==> src/rtl/rd_writeback.sv <==
// ----------------------------------------------------------------------------
// rd_writeback
//
// Writer side of the register-file operand path. Accepts one retiring
// instruction at a time and produces a single-cycle regfile write:
//   - ALU-class results (OP, OP-IMM, LUI, AUIPC) write alu_result the cycle
//     after acceptance.
//   - JAL/JALR write link_addr the cycle after acceptance.
//   - Loads wait for mem_rvalid, then write the byte/half/word picked out of
//     mem_rdata, sign or zero extended according to funct3.
//   - Stores and branches retire without writing; any other opcode raises err.
// A load that sees no read data within TIMEOUT_CYCLES cycles is abandoned with
// an err pulse. x0 is never written.
//
// Ports
//   clk         in   rising-edge clock
//   rst         in   asynchronous reset, active low
//   in_valid    in   retiring instruction presented
//   in_ready    out  unit can accept (only while idle)
//   opcode      in   [6:0] instruction opcode
//   funct3      in   [2:0] load size/sign select
//   rd_addr     in   [4:0] destination register
//   alu_result  in   [XLEN-1:0] ALU result; bits [1:0] are the load byte offset
//   link_addr   in   [XLEN-1:0] pc+4 for JAL/JALR
//   mem_rvalid  in   single-cycle load data valid
//   mem_rdata   in   [XLEN-1:0] aligned memory word
//   rf_we       out  regfile write enable, single-cycle pulse
//   rf_waddr    out  [4:0] regfile write address (holds when rf_we=0)
//   rf_wdata    out  [XLEN-1:0] regfile write data (holds when rf_we=0)
//   err         out  single-cycle pulse on load timeout, bad load size or
//                    illegal opcode
// ----------------------------------------------------------------------------
module rd_writeback #(
    parameter int XLEN           = 32,
    parameter int TIMEOUT_CYCLES = 16
) (
    input  logic            clk,
    input  logic            rst,
    input  logic            in_valid,
    output logic            in_ready,
    input  logic [6:0]      opcode,
    input  logic [2:0]      funct3,
    input  logic [4:0]      rd_addr,
    input  logic [XLEN-1:0] alu_result,
    input  logic [XLEN-1:0] link_addr,
    input  logic            mem_rvalid,
    input  logic [XLEN-1:0] mem_rdata,
    output logic            rf_we,
    output logic [4:0]      rf_waddr,
    output logic [XLEN-1:0] rf_wdata,
    output logic            err
);

    localparam int CNT_W = (TIMEOUT_CYCLES > 1) ? $clog2(TIMEOUT_CYCLES) : 1;
    localparam logic [CNT_W-1:0] CNT_LAST = CNT_W'(TIMEOUT_CYCLES - 1);

    typedef enum logic [1:0] {
        S_IDLE,
        S_WAIT_MEM,
        S_WRITE
    } state_t;

    typedef enum logic [2:0] {
        C_ALU,
        C_LINK,
        C_LOAD,
        C_NOWRITE,
        C_ILLEGAL
    } op_class_t;

    state_t            state_q,  state_d;
    logic [CNT_W-1:0]  cnt_q,    cnt_d;
    logic [4:0]        rd_q,     rd_d;
    logic [2:0]        funct3_q, funct3_d;
    logic [1:0]        off_q,    off_d;
    logic [4:0]        waddr_q,  waddr_d;
    logic [XLEN-1:0]   wdata_q,  wdata_d;
    logic              err_q,    err_d;

    op_class_t         op_class;
    logic [7:0]        load_byte;
    logic [15:0]       load_half;
    logic [XLEN-1:0]   load_data;
    logic              load_ok;

    // Opcode decode into write classes.
    always_comb begin
        op_class = C_ILLEGAL;
        case (opcode)
            7'b0110011, 7'b0010011, 7'b0110111, 7'b0010111: op_class = C_ALU;
            7'b1101111, 7'b1100111:                         op_class = C_LINK;
            7'b0000011:                                     op_class = C_LOAD;
            7'b0100011, 7'b1100011:                         op_class = C_NOWRITE;
            default:                                        op_class = C_ILLEGAL;
        endcase
    end

    // Load extraction from the latched offset and size. Halfwords use only
    // the upper offset bit, so a misaligned half offset still picks the
    // containing aligned half.
    always_comb begin
        load_byte = 8'h00;
        case (off_q)
            2'd0:    load_byte = mem_rdata[7:0];
            2'd1:    load_byte = mem_rdata[15:8];
            2'd2:    load_byte = mem_rdata[23:16];
            default: load_byte = mem_rdata[31:24];
        endcase
        load_half = off_q[1] ? mem_rdata[31:16] : mem_rdata[15:0];
        load_ok   = 1'b1;
        load_data = mem_rdata;
        case (funct3_q)
            3'b000:  load_data = {{(XLEN-8){load_byte[7]}}, load_byte};
            3'b100:  load_data = {{(XLEN-8){1'b0}}, load_byte};
            3'b001:  load_data = {{(XLEN-16){load_half[15]}}, load_half};
            3'b101:  load_data = {{(XLEN-16){1'b0}}, load_half};
            3'b010:  load_data = mem_rdata;
            default: load_ok   = 1'b0;
        endcase
    end

    // Next-state logic. Output address/data registers only change on the
    // transition into WRITE, so they hold their last written values otherwise.
    always_comb begin
        state_d  = state_q;
        cnt_d    = cnt_q;
        rd_d     = rd_q;
        funct3_d = funct3_q;
        off_d    = off_q;
        waddr_d  = waddr_q;
        wdata_d  = wdata_q;
        err_d    = 1'b0;

        case (state_q)
            S_IDLE: begin
                if (in_valid) begin
                    rd_d     = rd_addr;
                    funct3_d = funct3;
                    off_d    = alu_result[1:0];
                    cnt_d    = '0;
                    case (op_class)
                        C_ALU, C_LINK: begin
                            if (rd_addr != 5'd0) begin
                                state_d = S_WRITE;
                                waddr_d = rd_addr;
                                wdata_d = (op_class == C_LINK) ? link_addr : alu_result;
                            end
                        end
                        // Loads to x0 still wait so the memory response is consumed.
                        C_LOAD:    state_d = S_WAIT_MEM;
                        C_NOWRITE: state_d = S_IDLE;
                        default:   err_d   = 1'b1;
                    endcase
                end
            end

            S_WAIT_MEM: begin
                // Read data arriving on the final timeout cycle still wins.
                if (mem_rvalid) begin
                    state_d = S_IDLE;
                    if (!load_ok) begin
                        err_d = 1'b1;
                    end else if (rd_q != 5'd0) begin
                        state_d = S_WRITE;
                        waddr_d = rd_q;
                        wdata_d = load_data;
                    end
                end else if (cnt_q == CNT_LAST) begin
                    state_d = S_IDLE;
                    err_d   = 1'b1;
                end else begin
                    cnt_d = cnt_q + CNT_W'(1);
                end
            end

            S_WRITE: state_d = S_IDLE;

            default: state_d = S_IDLE;
        endcase
    end

    always_ff @(posedge clk or negedge rst) begin
        if (!rst) begin
            state_q  <= S_IDLE;
            cnt_q    <= '0;
            rd_q     <= 5'd0;
            funct3_q <= 3'd0;
            off_q    <= 2'd0;
            waddr_q  <= 5'd0;
            wdata_q  <= '0;
            err_q    <= 1'b0;
        end else begin
            state_q  <= state_d;
            cnt_q    <= cnt_d;
            rd_q     <= rd_d;
            funct3_q <= funct3_d;
            off_q    <= off_d;
            waddr_q  <= waddr_d;
            wdata_q  <= wdata_d;
            err_q    <= err_d;
        end
    end

    assign in_ready = (state_q == S_IDLE);
    assign rf_we    = (state_q == S_WRITE);
    assign rf_waddr = waddr_q;
    assign rf_wdata = wdata_q;
    assign err      = err_q;

endmodule

==> config.mk <==
export PLATFORM = sky130hd
export DESIGN_NAME = rd_writeback
export DESIGN_NICKNAME = d
export VERILOG_FILES = /design/src/rtl/rd_writeback.sv
export SDC_FILE = /design/constraint.sdc
export NUM_CORES = 1
export LEC_CHECK = 0
export ABC_AREA = 0
export CAP_MARGIN = 15
export CORE_MARGIN = 4
export CORE_UTILIZATION = 25
export DETAILED_ROUTE_END_ITERATION = 6
export DONT_BUFFER_PORTS = 1
export PLACE_DENSITY = 0.4
export SYNTH_ARGS = -nofsm -noshare
export SYNTH_HDL_FRONTEND = slang
export SYNTH_SLANG_ARGS = --single-unit
export TNS_END_PERCENT = 5
==> constraint.sdc <==
create_clock -name clk -period 2.5 [get_ports clk]
set_input_delay 0.375 -clock clk [delete_from_list [all_inputs] [get_ports clk]]
set_output_delay 0.375 -clock clk [all_outputs]
set_load 0.05 [all_outputs]
==> impl_metrics.py <==
metrics = {
    "status": {
        "status": "complete, no violations",
    },
    "die": {
        "core_mm2": 0.0134,
        "die-width_um": 126,
        "dieArea_mm2": 0.0158,
        "core.rowCount": 42,
        "die_h_um": 126,
        "io_pins": 155,
        "initial_core_util": 0.259,
    },
    "synthesis": {
        "ys_seq_area_frac": 0.389,
        "ys_warn_count": 0,
        "synthTopCellsByCount": "90 x nand2_1, 54 x dfrtp_1, 27 x mux2_2",
        "yosys_register_bits": 54,
        "synthCells": 363,
        "syn-cell-area_mm2": 0.00347,
        "syn_avg_cell_area_um2": 9.56,
        "synthesis.nets": 479,
        "netlist.top_cell.by_area": "dfrtp_1",
        "synth.most_common_cell": "nand2_1",
        "synth.area.top_cells": "dfrtp_1 39%, nand2_1 9.7%, mux2_2 8.8%",
        "synth_top_flop_cell": "dfrtp_1",
        "async_reset_ff_frac": 1.00,
        "synth_enable_flop_cells": 0,
        "synth_top_cell_area_share": 0.389,
        "ys_types": 38,
    },
    "cts": {
        "clock_path_buffers": 2,
        "cts_tree": "built",
        "clk_latency_ns": 0.30,
        "cts.htree.levels": 2,
        "cts_resized": 0,
        "post_cts_buffers": 0,
        "holdBufCountCts": 2,
        "cts_num_sinks": 54,
        "cts_made_buffers": 5,
        "clkTransAtPathRegs_ns": 0.07,
        "cts_root_buf": "clkbuf_16",
    },
    "critical_path": {
        "startpoint_type": "flop",
        "critPathLaunch": "state_q[0]",
        "endpoint_kind": "flop",
        "critPathArrivalTime_ns": 2.42,
        "critical_path_class": "flop to flop",
        "critical_path.max_fanout": 16,
        "required_ns": 2.69,
        "rr_startpoint": "state_q[0]",
    },
    "timing": {
        "period_needed_ns": 2.23,
        "finalCritPeriodShare": 0.892,
        "finalMaxSlewViolations": 0,
        "setup_viol": 0,
        "whs_ns": 0.175,
        "timing.fmax_mhz": 448,
        "hold_viol_final": 0,
        "fin_setup_tns_ns": 0,
        "slew_headroom": 0.587,
        "rsz0062_at_grt": "false",
        "worstMarginPinSlew_ns": 0.618,
        "finalClockSkew_ns": 0.00281,
    },
    "power_and_ir_drop": {
        "ir_drop_mv": 0.376,
        "p_switching_uw": 1630,
        "intPower_uw": 1950,
        "pwr-share-seq": 0.600,
        "power.leakage_uw": 0.00170,
        "p_sw_frac": 0.456,
        "p_per_area_mw_per_mm2": 913,
        "power_frac_comb": 0.173,
        "clock_power_share": 0.227,
    },
    "grt": {
        "grt_pass1_vias": 2886,
        "track_usage": 0.150,
        "gr-total-overflow": 0,
        "grt_pass1_wl_mm": 18.2,
        "antenna_found_initial": 0,
        "grt_max_degree": 55,
    },
    "hold_path": {
        "worstHoldPathType": "primary input to flop",
        "hp-start": "opcode[6]",
    },
    "route": {
        "wl_mm": 12.0,
        "drt_iter0_markers": 150,
        "postRouteAntennaNets": 0,
        "first_pass_iters": 4,
        "vias_per_cell": 5.22,
        "routedWlPerCell_um": 22.3,
        "route.detailed.drc": 0,
        "vias": 2796,
    },
    "placement": {
        "gp_congestion": 0.757,
        "dpl.hpwl_mm": 9.03,
        "port-buffer-count": 0,
    },
    "finish": {
        "area_growth_pct": 13.0,
        "num_antenna_cells": 0,
        "layout-drive-gt1-share": 0.211,
        "nNetsFinal": 475,
    },
    "job": {
        "drv_cap": 0,
    },
}
==> sequential cells by signal, indices dropped and copies added, names as in the netlist <==
name,flops
state_q,2
cnt_q,4
funct3_q,3
rf_wdata,32
rf_waddr,5
err,1
rd_q,5
off_q,2
==> power by group through the flow <==
stage / sequential (uW) / combinational [uW] / clock, uW
final: 2150 / 620 / 811
after global routing: 2180 / 685 / 873
after CTS: 2160 / 631 / 842
after detailed placement: 2170 / 605 / 0
after global placement: 2180 / 589 / 0
after floorplan: 2080 / 506 / 0
==> cell usage in the layout (no fill, tap or decap), types with 2 or more instances in the layout <==
master / count
mux2_2: 27
nand3_2: 2
a32oi_1: 25
clkbuf_16: 5
nand3b_1: 7
mux2_4: 19
nand2_1: 90
a211o_1: 8
inv_1: 2
nor2b_1: 12
and2_1: 2
mux2i_1: 10
buf_12: 3
nor3_1: 2
nand2b_1: 2
or4_1: 3
buf_4: 13
a21o_1: 8
xor2_1: 2
nor2_1: 8
o22ai_1: 7
o21ai_0: 13
clkinv_2: 2
a22oi_1: 8
dfrtp_1: 54
a21oi_1: 11
==> final cells by class <==
| class | instances | area (um2) |
|---|---|---|
| Clock buffer | 5 | 125 |
| Tap cell | 176 | 220 |
| Timing Repair Buffer | 18 | 195 |
| Inverter | 2 | 7.51 |
| Multi-Input combinational cell | 278 | 1980 |
| Fill cell | 1454 | 9480 |
| Sequential cell | 54 | 1350 |
| Clock inverter | 3 | 40.0 |
==> final timing paths <==
check / endpoint / slack, ns / cells after the start
max in group asynchronous: rf_wdata[8] / 1.65 / 2
setup reg to reg: rf_wdata[26] / 0.27 / 6
hold / removal: state_q[0] / 0.18 / 1
hold reg to reg: cnt_q[0] / 0.53 / 1
min in group asynchronous: state_q[0] / 0.59 / 2
setup / recovery: rf_wdata[26] / 0.27 / 6
==> metal layers <==
layer / vias up / routed length [um] / track usage
li1: 1315 / - / -
met1: 1376 / 5280 / 0.195
met2: 97 / 5690 / 0.242
met3: 8 / 817 / 0.0415
met4: 0 / 163 / 0.0454
met5: - / 0 / 0
==> critical path, stage by stage, from the launching register on <==
cell and delay (ns):
dfrtp_1 0.44, or4_1 0.53, nor4_1 0.22, nor3_1 0.09
nand3_2 0.28, buf_12 0.21, mux2_2 0.34
==> metrics by stage <==
| stage | instance area, um2 | worst slack [ns] | power (uW) | cells | utilization |
|---|---|---|---|---|---|
| after global placement | 3720 | 0.286 | 2770 | 526 | 0.277 |
| final | 3920 | 0.269 | 3580 | 536 | 0.293 |
| after global routing | 3920 | 0.113 | 3740 | 536 | 0.293 |
| after detailed placement | 3720 | 0.276 | 2780 | 526 | 0.277 |
| after CTS | 3920 | 0.259 | 3630 | 536 | 0.293 |
| after floorplan | 3470 | 0.341 | 2590 | 363 | - |
==> logic make-up (layout without fill, tap and decap cells) <==
family	count (synthesis)	after routing	synth area share
and+or+nand+nor	134	134	0.181
DFF	54	54	0.389
muxes	57	57	0.205
buffers and inverters	31	28	0.0418
AOI/OAI and AO/OA	84	84	0.174
adders and majority gates	1	1	0.00361
xor gates and xnor gates	2	2	0.00505
No activity file was read; power rests on OpenSTA's default activity.
